**src/rtl/apb_slv_pkg.sv**
```systemverilog
`default_nettype none
// ----------------------------------------------------------------------------
// apb_slv_pkg : shared types and constants for the APB register-file completer.
// Revision    : 1.0
// ----------------------------------------------------------------------------
package apb_slv_pkg;

   typedef enum logic [1:0] {
      ST_IDLE   = 2'b00,
      ST_ACCESS = 2'b01,
      ST_RESP   = 2'b10
   } apb_slv_state_t;

   localparam logic [31:0] APB_SLV_ID    = 32'hA5B0_0001;
   localparam int          APB_SLV_CNT_W = 4;

   function automatic logic [31:0] apb_slv_strb_mask(input logic [3:0] strb);
      logic [31:0] mask;
      for (int k = 0; k < 4; k++) begin
         mask[8*k +: 8] = {8{strb[k]}};
      end
      return mask;
   endfunction

endpackage
`default_nettype wire

```
**src/rtl/apb_slv_regs.sv**
```systemverilog
`default_nettype none
// ----------------------------------------------------------------------------
// apb_slv_regs : register array, address decode, error and byte-lane write.
// Macro APB_SLV_STRB_EN adds the read-with-strobe error. Revision: 1.0
// ----------------------------------------------------------------------------
module apb_slv_regs
   import apb_slv_pkg::*;
#(
   parameter int NUM_REGS = 16
) (
   input  logic        clk,
   input  logic        reset,
   input  logic [31:0] addr_i,
   input  logic        write_i,
   input  logic [31:0] wdata_i,
   input  logic [3:0]  strb_i,
   input  logic        commit_i,
   output logic [31:0] rdata_o,
   output logic        err_o
);

   localparam int IDX_W = $clog2(NUM_REGS);

   logic [29:0]      w_word;
   logic [IDX_W-1:0] w_sel;
   logic             w_misaligned;
   logic             w_oob;
   logic             w_ro_write;
   logic             w_strb_rd_err;
   logic             w_err;
   logic             w_wr_en;
   logic [31:0]      w_mask;
   logic [31:0]      regs_q [1:NUM_REGS-1];
   logic [31:0]      regs_d [1:NUM_REGS-1];

   // Full 30-bit index is compared so aliases above the array are rejected.
   assign w_word       = addr_i[31:2];
   assign w_sel        = addr_i[IDX_W+1:2];
   assign w_misaligned = |addr_i[1:0];
   assign w_oob        = (w_word >= 30'(NUM_REGS));
   assign w_ro_write   = write_i && (w_word == '0);

`ifdef APB_SLV_STRB_EN
   assign w_strb_rd_err = !write_i && (|strb_i);
`else
   assign w_strb_rd_err = 1'b0;
`endif

   assign w_err   = w_misaligned || w_oob || w_ro_write || w_strb_rd_err;
   assign err_o   = w_err;
   assign w_mask  = apb_slv_strb_mask(strb_i);
   assign w_wr_en = commit_i && write_i && !w_err;

   always_comb begin
      for (int k = 1; k < NUM_REGS; k++) begin
         regs_d[k] = (regs_q[k] & ~w_mask) | (wdata_i & w_mask);
      end
   end

   always_ff @(posedge clk or posedge reset) begin
      if (reset) begin
         for (int k = 1; k < NUM_REGS; k++) begin
            regs_q[k] <= '0;
         end
      end else begin
         for (int k = 1; k < NUM_REGS; k++) begin
            if (w_wr_en && (w_sel == IDX_W'(k))) begin
               regs_q[k] <= regs_d[k];
            end
         end
      end
   end

   always_comb begin
      rdata_o = APB_SLV_ID;
      for (int k = 1; k < NUM_REGS; k++) begin
         if (w_sel == IDX_W'(k)) begin
            rdata_o = regs_q[k];
         end
      end
      if (w_err) begin
         rdata_o = '0;
      end
   end

endmodule
`default_nettype wire

```
**src/rtl/apb_slave_regfile.sv**
```systemverilog
`default_nettype none
// ----------------------------------------------------------------------------
// apb_slave_regfile : APB completer with fixed wait states over a small regfile.
// Macro APB_SLV_STRB_EN adds pstrb_i byte-lane writes. Revision: 1.0
// ----------------------------------------------------------------------------
module apb_slave_regfile
   import apb_slv_pkg::*;
#(
   parameter int NUM_REGS    = 16,
   parameter int WAIT_CYCLES = 2
) (
   input  logic        clk,
   input  logic        reset,
   input  logic        psel_i,
   input  logic        penable_i,
   input  logic [31:0] paddr_i,
   input  logic        pwrite_i,
   input  logic [31:0] pwdata_i,
`ifdef APB_SLV_STRB_EN
   input  logic [3:0]  pstrb_i,
`endif
   output logic [31:0] prdata_o,
   output logic        pready_o,
   output logic        pslverr_o
);

   localparam logic [APB_SLV_CNT_W-1:0] WAIT_INIT = APB_SLV_CNT_W'(WAIT_CYCLES);

   apb_slv_state_t           state_q, state_d;
   logic [APB_SLV_CNT_W-1:0] cnt_q, cnt_d;
   logic [31:0]              addr_q, addr_d;
   logic [31:0]              wdata_q, wdata_d;
   logic                     write_q, write_d;
   logic [3:0]               strb_q, strb_d;
   logic [3:0]               w_strb_in;
   logic                     w_setup;
   logic                     w_resp;
   logic                     w_err;
   logic [31:0]              w_rdata;

`ifdef APB_SLV_STRB_EN
   assign w_strb_in = pstrb_i;
`else
   assign w_strb_in = 4'hF;
`endif

   assign w_setup = psel_i && !penable_i;

   always_comb begin
      state_d = state_q;
      cnt_d   = cnt_q;
      addr_d  = addr_q;
      wdata_d = wdata_q;
      write_d = write_q;
      strb_d  = strb_q;
      case (state_q)
         ST_IDLE: begin
            if (w_setup) begin
               state_d = ST_ACCESS;
            end
         end
         ST_ACCESS: begin
            if (!psel_i) begin
               state_d = ST_IDLE;
            end else if (cnt_q == '0) begin
               state_d = ST_RESP;
            end else begin
               cnt_d = cnt_q - APB_SLV_CNT_W'(1);
            end
         end
         ST_RESP: begin
            state_d = w_setup ? ST_ACCESS : ST_IDLE;
         end
         default: begin
            state_d = ST_IDLE;
         end
      endcase
      // Any entry into ACCESS is a setup cycle: latch the whole request here.
      if ((state_d == ST_ACCESS) && (state_q != ST_ACCESS)) begin
         cnt_d   = WAIT_INIT;
         addr_d  = paddr_i;
         wdata_d = pwdata_i;
         write_d = pwrite_i;
         strb_d  = w_strb_in;
      end
   end

   always_ff @(posedge clk or posedge reset) begin
      if (reset) begin
         state_q <= ST_IDLE;
         cnt_q   <= '0;
         addr_q  <= '0;
         wdata_q <= '0;
         write_q <= 1'b0;
         strb_q  <= '0;
      end else begin
         state_q <= state_d;
         cnt_q   <= cnt_d;
         addr_q  <= addr_d;
         wdata_q <= wdata_d;
         write_q <= write_d;
         strb_q  <= strb_d;
      end
   end

   apb_slv_regs #(
      .NUM_REGS (NUM_REGS)
   ) u_regs (
      .clk      (clk),
      .reset    (reset),
      .addr_i   (addr_q),
      .write_i  (write_q),
      .wdata_i  (wdata_q),
      .strb_i   (strb_q),
      .commit_i (w_resp),
      .rdata_o  (w_rdata),
      .err_o    (w_err)
   );

   assign w_resp    = (state_q == ST_RESP);
   assign pready_o  = w_resp;
   assign pslverr_o = w_resp && w_err;
   assign prdata_o  = (w_resp && !write_q) ? w_rdata : '0;

endmodule
`default_nettype wire
```
**config.mk**
```make
export PLATFORM = sky130hd
export DESIGN_NAME = apb_slave_regfile
export DESIGN_NICKNAME = d
export VERILOG_FILES = /design/src/rtl/apb_slv_pkg.sv /design/src/rtl/apb_slv_regs.sv /design/src/rtl/apb_slave_regfile.sv
export SDC_FILE = /design/constraint.sdc
export NUM_CORES = 1
export LEC_CHECK = 0
export CAP_MARGIN = 20
export CORE_MARGIN = 8
export CORE_UTILIZATION = 40
export CTS_BUF_LIST = sky130_fd_sc_hd__clkbuf_2
export DETAILED_ROUTE_END_ITERATION = 8
export SLEW_MARGIN = 5
export SYNTH_ARGS = -nofsm -noshare
export SYNTH_HDL_FRONTEND = slang
export SYNTH_SLANG_ARGS = --single-unit
```
**constraint.sdc**
```tcl
create_clock -name clk -period 19.5 [get_ports clk]
set_clock_uncertainty 0.15 [all_clocks]
set_input_delay 3.9 -clock clk [delete_from_list [all_inputs] [get_ports clk]]
set_output_delay 3.9 -clock clk [all_outputs]
set_load 0.01 [all_outputs]
```
==> out/results.env, run 1 <==
END_KIND='primary output'
SYNTHCELLS=1994
TRITONCTS.NUM_BUFFERS=150
DETAIL_ROUTE.WL_PER_CELL_UM=24.2
GRT_REMAINING_OVERFLOW=0
CRITICAL-PATH-MAX-STAGE-DELAY_NS=1.00
WHS_PATH_DEPTH=1
SYNTH_CELL_TYPES=56
SLEW_VIOL_FINAL=0
REPORT.FINAL.HOLD_VIOL_COUNT=0
ROWS=92
CTS_REPAIR_RESIZE_COUNT=0
SYNTHESIS.AREA_PER_INSTANCE_UM2=12.8
YOSYS_WARNINGS=0
CLOCK_TREE.HTREE_LEVEL_COUNT=4
CTS_ROOT_BUFFER='clkbuf_2'
DESIGN.PORTCOUNT=103
GRT_START_MAX_NET_PINS=117
PLACEMENT.IO_BUFFERS=102
CRITICALPATHCATEGORY='flip-flop to primary output'
CLK_PIN_SLEW_NS=0.11
HOLDBUFCOUNTCTS=0
UNREPAIRED_SETUP_ENDPOINTS_AFTER_GLOBAL_ROUTING='false'
DIEWIDTH_UM=269
REL_SLEW_SLACK=0.206
POWERDENSITY_mW_PER_MM2=95.0
SYNTHESIS.NETS=2065
FIN_AREA_MM2=0.0288
GRT_USAGE=0.208
STATUS='complete, no violations'
REG2REGPATHDEPTH=7
SYNTH-EDFF-COUNT=0
WL_MM=74.4
WORSTPATHARRIVAL_NS=5.96
CAP_VIOLATIONS=0
FP.DIEAREA_MM2=0.0722
SEQCELLAREA_MM2=0.0138
GRT_PASS1_WL_MM=114
INSTANCE_AREA_AT_PLACEMENT_MM2=0.0273
YS_DOMINANT_REG_CELL='dfrtp_1'
MAXCLOCKFREQUENCY_MHz=99.9
R2R_SETUP_SLACK_NS=14.27
LAYOUT-DRIVE-GT1-SHARE=0.369
ROUTE.DETAILED.DRC=0
SETUP_VIOL=0
SYNTH_SEQ_AREA_SHARE=0.541
POST_SYNTH_INSTANCE_AREA_MM2=0.0255
FILLERS=5845
POSTSYNTH.ASYNCRESETSHARE=1.00
AREA_DELTA_SYNTH_FINAL_PCT=12.8
DIEHEIGHT_UM=269
WORST_PIN_SLEW_NS=1.19
VIA_PER_INST=5.69
PLACE.DETAILED.HPWL_MM=44.0
CLOCKBUFFERDEPTH=3
NUMBER_OF_ITERATIONS_IN_THE_FIRST_DETAILED_ROUTING_PASS=5
DRTANTENNAVIOLNETS=0
FINAL.HOLD.WORST_SLACK_NS=0.337
CRITICAL_PATH_S_TOP_DELAY_FAMILY='simple AND/OR/NAND/NOR gates'
SYNTH.FF_LATCH_COUNT=552
CRIT_PATH_CELL_TRACE='buf_12 > nor2_1 > a311o_1 > nor3_4 > o21ai_0 > nor2_1 > clkdlybuf4s50_1'
STARTPOINT_TYPE='flip-flop'
MAX-VDD-IR-DROP_mV=0.0554
FIN_CRIT_NS=10.01
NUM_VIAS=17500
CORE-AREA_MM2=0.0631
CRIT_FANOUT=116
LAYOUT_WORST_PATH_CYCLE_SHARE=0.513
START_UTIL=0.405
WORST_PATH_MOST_REPEATED_CELL='nor2_1'
FIN_NETS=2191
POSTCTSSETUPREPAIRBUFS=0
SETUP_TOTAL_NEGATIVE_SLACK_NS=0
ANTENNA_FOUND_INITIAL=1
HOLD_CLASS='flip-flop to flip-flop'
TIMING.CRITICAL_PATH.REQUIRED_NS=15.45
MOSTFREQUENTLAYOUTCELLS='dfrtp_1, mux2_2, clkbuf_2'
CTS_TREE='built'
VIA_COUNT_OF_THE_FIRST_GLOBAL_ROUTING_PASS=18400
CLKLATENCYLATEPIN_NS=1.35
MOSTFREQUENTLAYOUTCELL='dfrtp_1'
GP_ROUTABILITY_CONGESTION=0.818
CRITICAL_PATH.N_BUFFERS_INVERTERS=2
CRITICAL_PATH_TOP_DELAY_CELL='nor3_4'
TOTAL_LEAKAGE_POWER_nW=13.8
NUMCLOCKSINKS=552
MULTI_INPUT_AREA_MM2=0.0110
CRITICAL_PATH.REG2REG.STARTPOINT='addr_q[4]$_DFFE_PP0P_'
NUMBER_OF_DRC_MARKERS_AFTER_THE_INITIAL_DETAILED_ROUTE_ITERATION=1396
==> synth_stat cells (29+ instances only) <==
| library cell | n | share of area |
|---|---|---|
| a211oi_1 | 30 | 0.0088 |
| a21oi_1 | 61 | 0.012 |
| buf_2 | 29 | 0.0057 |
| clkbuf_1 | 120 | 0.018 |
| dfrtp_1 | 552 | 0.54 |
| mux2_1 | 69 | 0.030 |
| mux2_2 | 502 | 0.22 |
| mux2i_1 | 54 | 0.021 |
| nand2_1 | 75 | 0.011 |
| nor2_1 | 89 | 0.013 |
| nor2b_1 | 29 | 0.0071 |
| o21ai_0 | 100 | 0.020 |
==> layer usage <==
layer	vias to the layer above	track usage	wire, µm
li1	7622	-	-
met1	9118	0.272	32000
met2	607	0.328	34900
met3	152	0.0612	5450
met4	0	0.0765	2040
met5	-	0	0
==> power breakdown <==
group	internal [mW]	switching [mW]
Sequential	1.19	0.146
Clock	0.356	0.495
Combinational	0.192	0.358
==> per-stage QoR <==
stage	setup WS, ns	util	instances	total power, mW
floorplan	0.0160	-	1994	1.66
global placement	10.92	0.433	2809	1.89
detailed placement	10.90	0.433	2810	1.90
CTS	9.32	0.455	3067	2.76
global route	9.20	0.457	3073	2.89
finish	9.49	0.457	3074	2.74
==> cell type report <==
cell class              count  share of cell area
flip-flops and latches    552               0.480
multi-input cells        1253               0.382
repair buffers            149              0.0509
clock buffers             221              0.0384
well taps                 846              0.0368
clock inverters            36             0.00991
inverters                  14             0.00209
diodes                      3            0.000261
==> cells by family after synthesis <==
family,synth area share
AND/OR/NAND/NOR,0.0500
adder cells (fa/ha/maj),0.000980
flip-flops,0.541
multiplexers,0.281
buffers and inverters,0.0311
AO/OA/AOI/OAI,0.0952
XOR/XNOR,0.000686
==> worst max-delay path by stage <==
stage	cells past startpoint	endpoint	slack [ns]	start
final	7	prdata_o[19]	9.49	addr_q[2]$_DFFE_PP0P_
after floorplan	1	async pin	0.02	reset
after global placement	7	prdata_o[19]	10.92	addr_q[2]$_DFFE_PP0P_
after detailed placement	7	prdata_o[19]	10.90	addr_q[2]$_DFFE_PP0P_
after global routing	7	prdata_o[19]	9.20	addr_q[2]$_DFFE_PP0P_
after CTS	7	prdata_o[19]	9.32	addr_q[2]$_DFFE_PP0P_
Power figures use the tool's default switching activity.
==> run 2: changes to the inputs <==
==> constraint.sdc (replaced) <==
create_clock -name clk -period 10.1 [get_ports clk]
set_clock_uncertainty 0.15 [all_clocks]
set_input_delay 2.02 -clock clk [delete_from_list [all_inputs] [get_ports clk]]
set_output_delay 2.02 -clock clk [all_outputs]
set_load 0.01 [all_outputs]
==> run 2 against run 1 <==
Effect of this change: sequential power increased by 94%; count of clock-buffer cells in the layout increased by 7; sequential cell count unchanged; clock power increased by 95%; combinational power increased by 93%; largest cell class unchanged; largest power group unchanged.
==> out/results.env, run 2 (synthesis results as in run 1) <==
CLOCKBUFFERDEPTH=3
TOTAL_LEAKAGE_POWER_nW=13.9
CTS_ROOT_BUFFER='clkbuf_2'
CAP_VIOLATIONS=0
FILLERS=5872
INTERNAL_POWER_mW=3.35
CLK_PIN_SLEW_NS=0.10
REPORT.FINAL.HOLD_VIOL_COUNT=0
TIMING.CRITICAL_PATH.REQUIRED_NS=7.93
FINAL.HOLD.WORST_SLACK_NS=0.334
TIMING.CRITICAL_PATH.DEPTH=7
NUMBER_OF_DRC_MARKERS_AFTER_THE_INITIAL_DETAILED_ROUTE_ITERATION=1135
SLEW_VIOL_FINAL=0
POWER.COMBINATIONAL.FRACTION=0.200
FIN_NETS=2196
CRITICALPATHCATEGORY='flip-flop to primary output'
ROUTE.DETAILED.DRC=0
ANTENNA_FOUND_INITIAL=2
PWR-SHARE-SEQ=0.486
DRTANTENNAVIOLNETS=0
STATUS='complete, no violations'
CRIT_FANOUT=112
START_UTIL=0.405
P_SWITCHING_mW=1.95
NUM_VIAS=17600
DESIGN.PORTCOUNT=103
WL_MM=74.4
SETUP_TOTAL_NEGATIVE_SLACK_NS=0
LAYOUT_WORST_PATH_CYCLE_SHARE=0.773
LAYOUT-DRIVE-GT1-SHARE=0.373
DP_SLACK_NS=3.73
CRIT_PATH_CELL_TRACE='buf_12 > nand2b_1 > nor2_2 > a221oi_1 > o2bb2ai_1 > a21oi_1 > clkdlybuf4s50_1'
MAXCLOCKFREQUENCY_MHz=128
ROWS=92
R2R_SETUP_SLACK_NS=5.31
HOLDBUFCOUNTCTS=0
GRT_START_MAX_NET_PINS=163
POWERDENSITY_mW_PER_MM2=184
CLOCK_TREE.HTREE_LEVEL_COUNT=4
CRITICAL_PATH_TOP_DELAY_CELL='nor2_2'
WORSTPATHARRIVAL_NS=5.63
SHARE_CLK_OF_TOTAL_POWER=0.314
CLKLATENCYLATEPIN_NS=1.38
FIN_AREA_MM2=0.0289
UNREPAIRED_SETUP_ENDPOINTS_AFTER_GLOBAL_ROUTING='false'
GRT_USAGE=0.210
END_KIND='primary output'
REL_SLEW_SLACK=0.261
P_SW_FRAC=0.367
GP_ROUTABILITY_CONGESTION=0.793
POSTCTSSETUPREPAIRBUFS=0
VIA_PER_INST=5.71
CRITICAL_PATH_S_TOP_DELAY_FAMILY='simple AND/OR/NAND/NOR gates'
REG2REGPATHDEPTH=7
CRIT_PATH_SETUP_SLACK_LAYOUT_NS=2.30
GRT_REMAINING_OVERFLOW=0
DIEWIDTH_UM=269
WORST_PIN_SLEW_NS=1.11
PLACEMENT.IO_BUFFERS=102
GRT_PASS1_WL_MM=116
CRITICAL-PATH-MAX-STAGE-DELAY_NS=0.92
FIN_CRIT_NS=7.80
PLACE.DETAILED.HPWL_MM=44.4
STARTPOINT_TYPE='flip-flop'
NUMBER_OF_ITERATIONS_IN_THE_FIRST_DETAILED_ROUTING_PASS=7
AREA_DELTA_SYNTH_FINAL_PCT=13.0
CTS_REPAIR_RESIZE_COUNT=0
MAX-VDD-IR-DROP_mV=0.105
FP.DIEAREA_MM2=0.0722
CRITICAL_PATH.N_BUFFERS_INVERTERS=2
INSTANCE_AREA_AT_PLACEMENT_MM2=0.0273
SETUP_VIOL=0
VIA_COUNT_OF_THE_FIRST_GLOBAL_ROUTING_PASS=18800
MOSTFREQUENTLAYOUTCELLS='dfrtp_1, mux2_2, clkbuf_2'
CRITICAL_PATH.REG2REG.STARTPOINT='addr_q[4]$_DFFE_PP0P_'
CORE-AREA_MM2=0.0631
DIEHEIGHT_UM=269
TRITONCTS.NUM_BUFFERS=151
CTS_TREE='built'
DETAIL_ROUTE.WL_PER_CELL_UM=24.1
CRITICAL_PATH.STARTPOINT='addr_q[2]$_DFFE_PP0P_'
WHS_PATH_DEPTH=1
HOLD_CLASS='flip-flop to flip-flop'
MOSTFREQUENTLAYOUTCELL='dfrtp_1'
NUMCLOCKSINKS=552
run 2: cell count changes in the layout (fill, tap and decap cells not counted), sizes merged:
cell | previous run | this run
buf | 47 | 51
bufinv | 4 | 3
clkbuf | 221 | 228
clkinv | 24 | 21
clkinvlp | 6 | 4
diode | 3 | 6
inv | 16 | 18
run 2: worst paths after layout:
path / end
max in group asynchronous: cnt_q[2]$_DFFE_PP0P_
max reg2reg: flip-flop
max: prdata_o[9]
min in group asynchronous: async pin
min: flip-flop
min reg2reg: flip-flop
run 2: cell type report:
type | count | area, µm² | share of cell area
sequential | 552 | 13800 | 0.479
multi-input combinational | 1253 | 11000 | 0.381
timing repair buffer | 153 | 1510 | 0.0523
clock buffer | 228 | 1140 | 0.0395
tap | 846 | 1060 | 0.0367
clock inverter | 32 | 260 | 0.00902
inverter | 14 | 56.3 | 0.00195
antenna | 6 | 15.0 | 0.000520
run 2: routing by layer:
layer	global-route usage	vias up	wire length [µm]
met5	0	-	0
met4	0.0745	0	1780
met3	0.0514	145	4230
met2	0.335	576	35500
met1	0.277	9200	32900
li1	-	7692	-
run 2: power groups by stage:
stage	Clock, mW	Sequential (mW)	Combinational [mW]
global placement	0	2.61	1.04
CTS	1.73	2.57	1.05
floorplan	0	2.41	0.808
global route	1.85	2.61	1.14
detailed placement	0	2.62	1.05
finish	1.66	2.58	1.06
run 2: per-stage QoR:
step | total power [mW] | utilization | instances
final | 5.30 | 0.457 | 3084
after global routing | 5.60 | 0.457 | 3084
after CTS | 5.35 | 0.455 | 3072
after detailed placement | 3.66 | 0.433 | 2812
after global placement | 3.65 | 0.433 | 2812
after floorplan | 3.21 | - | 1994
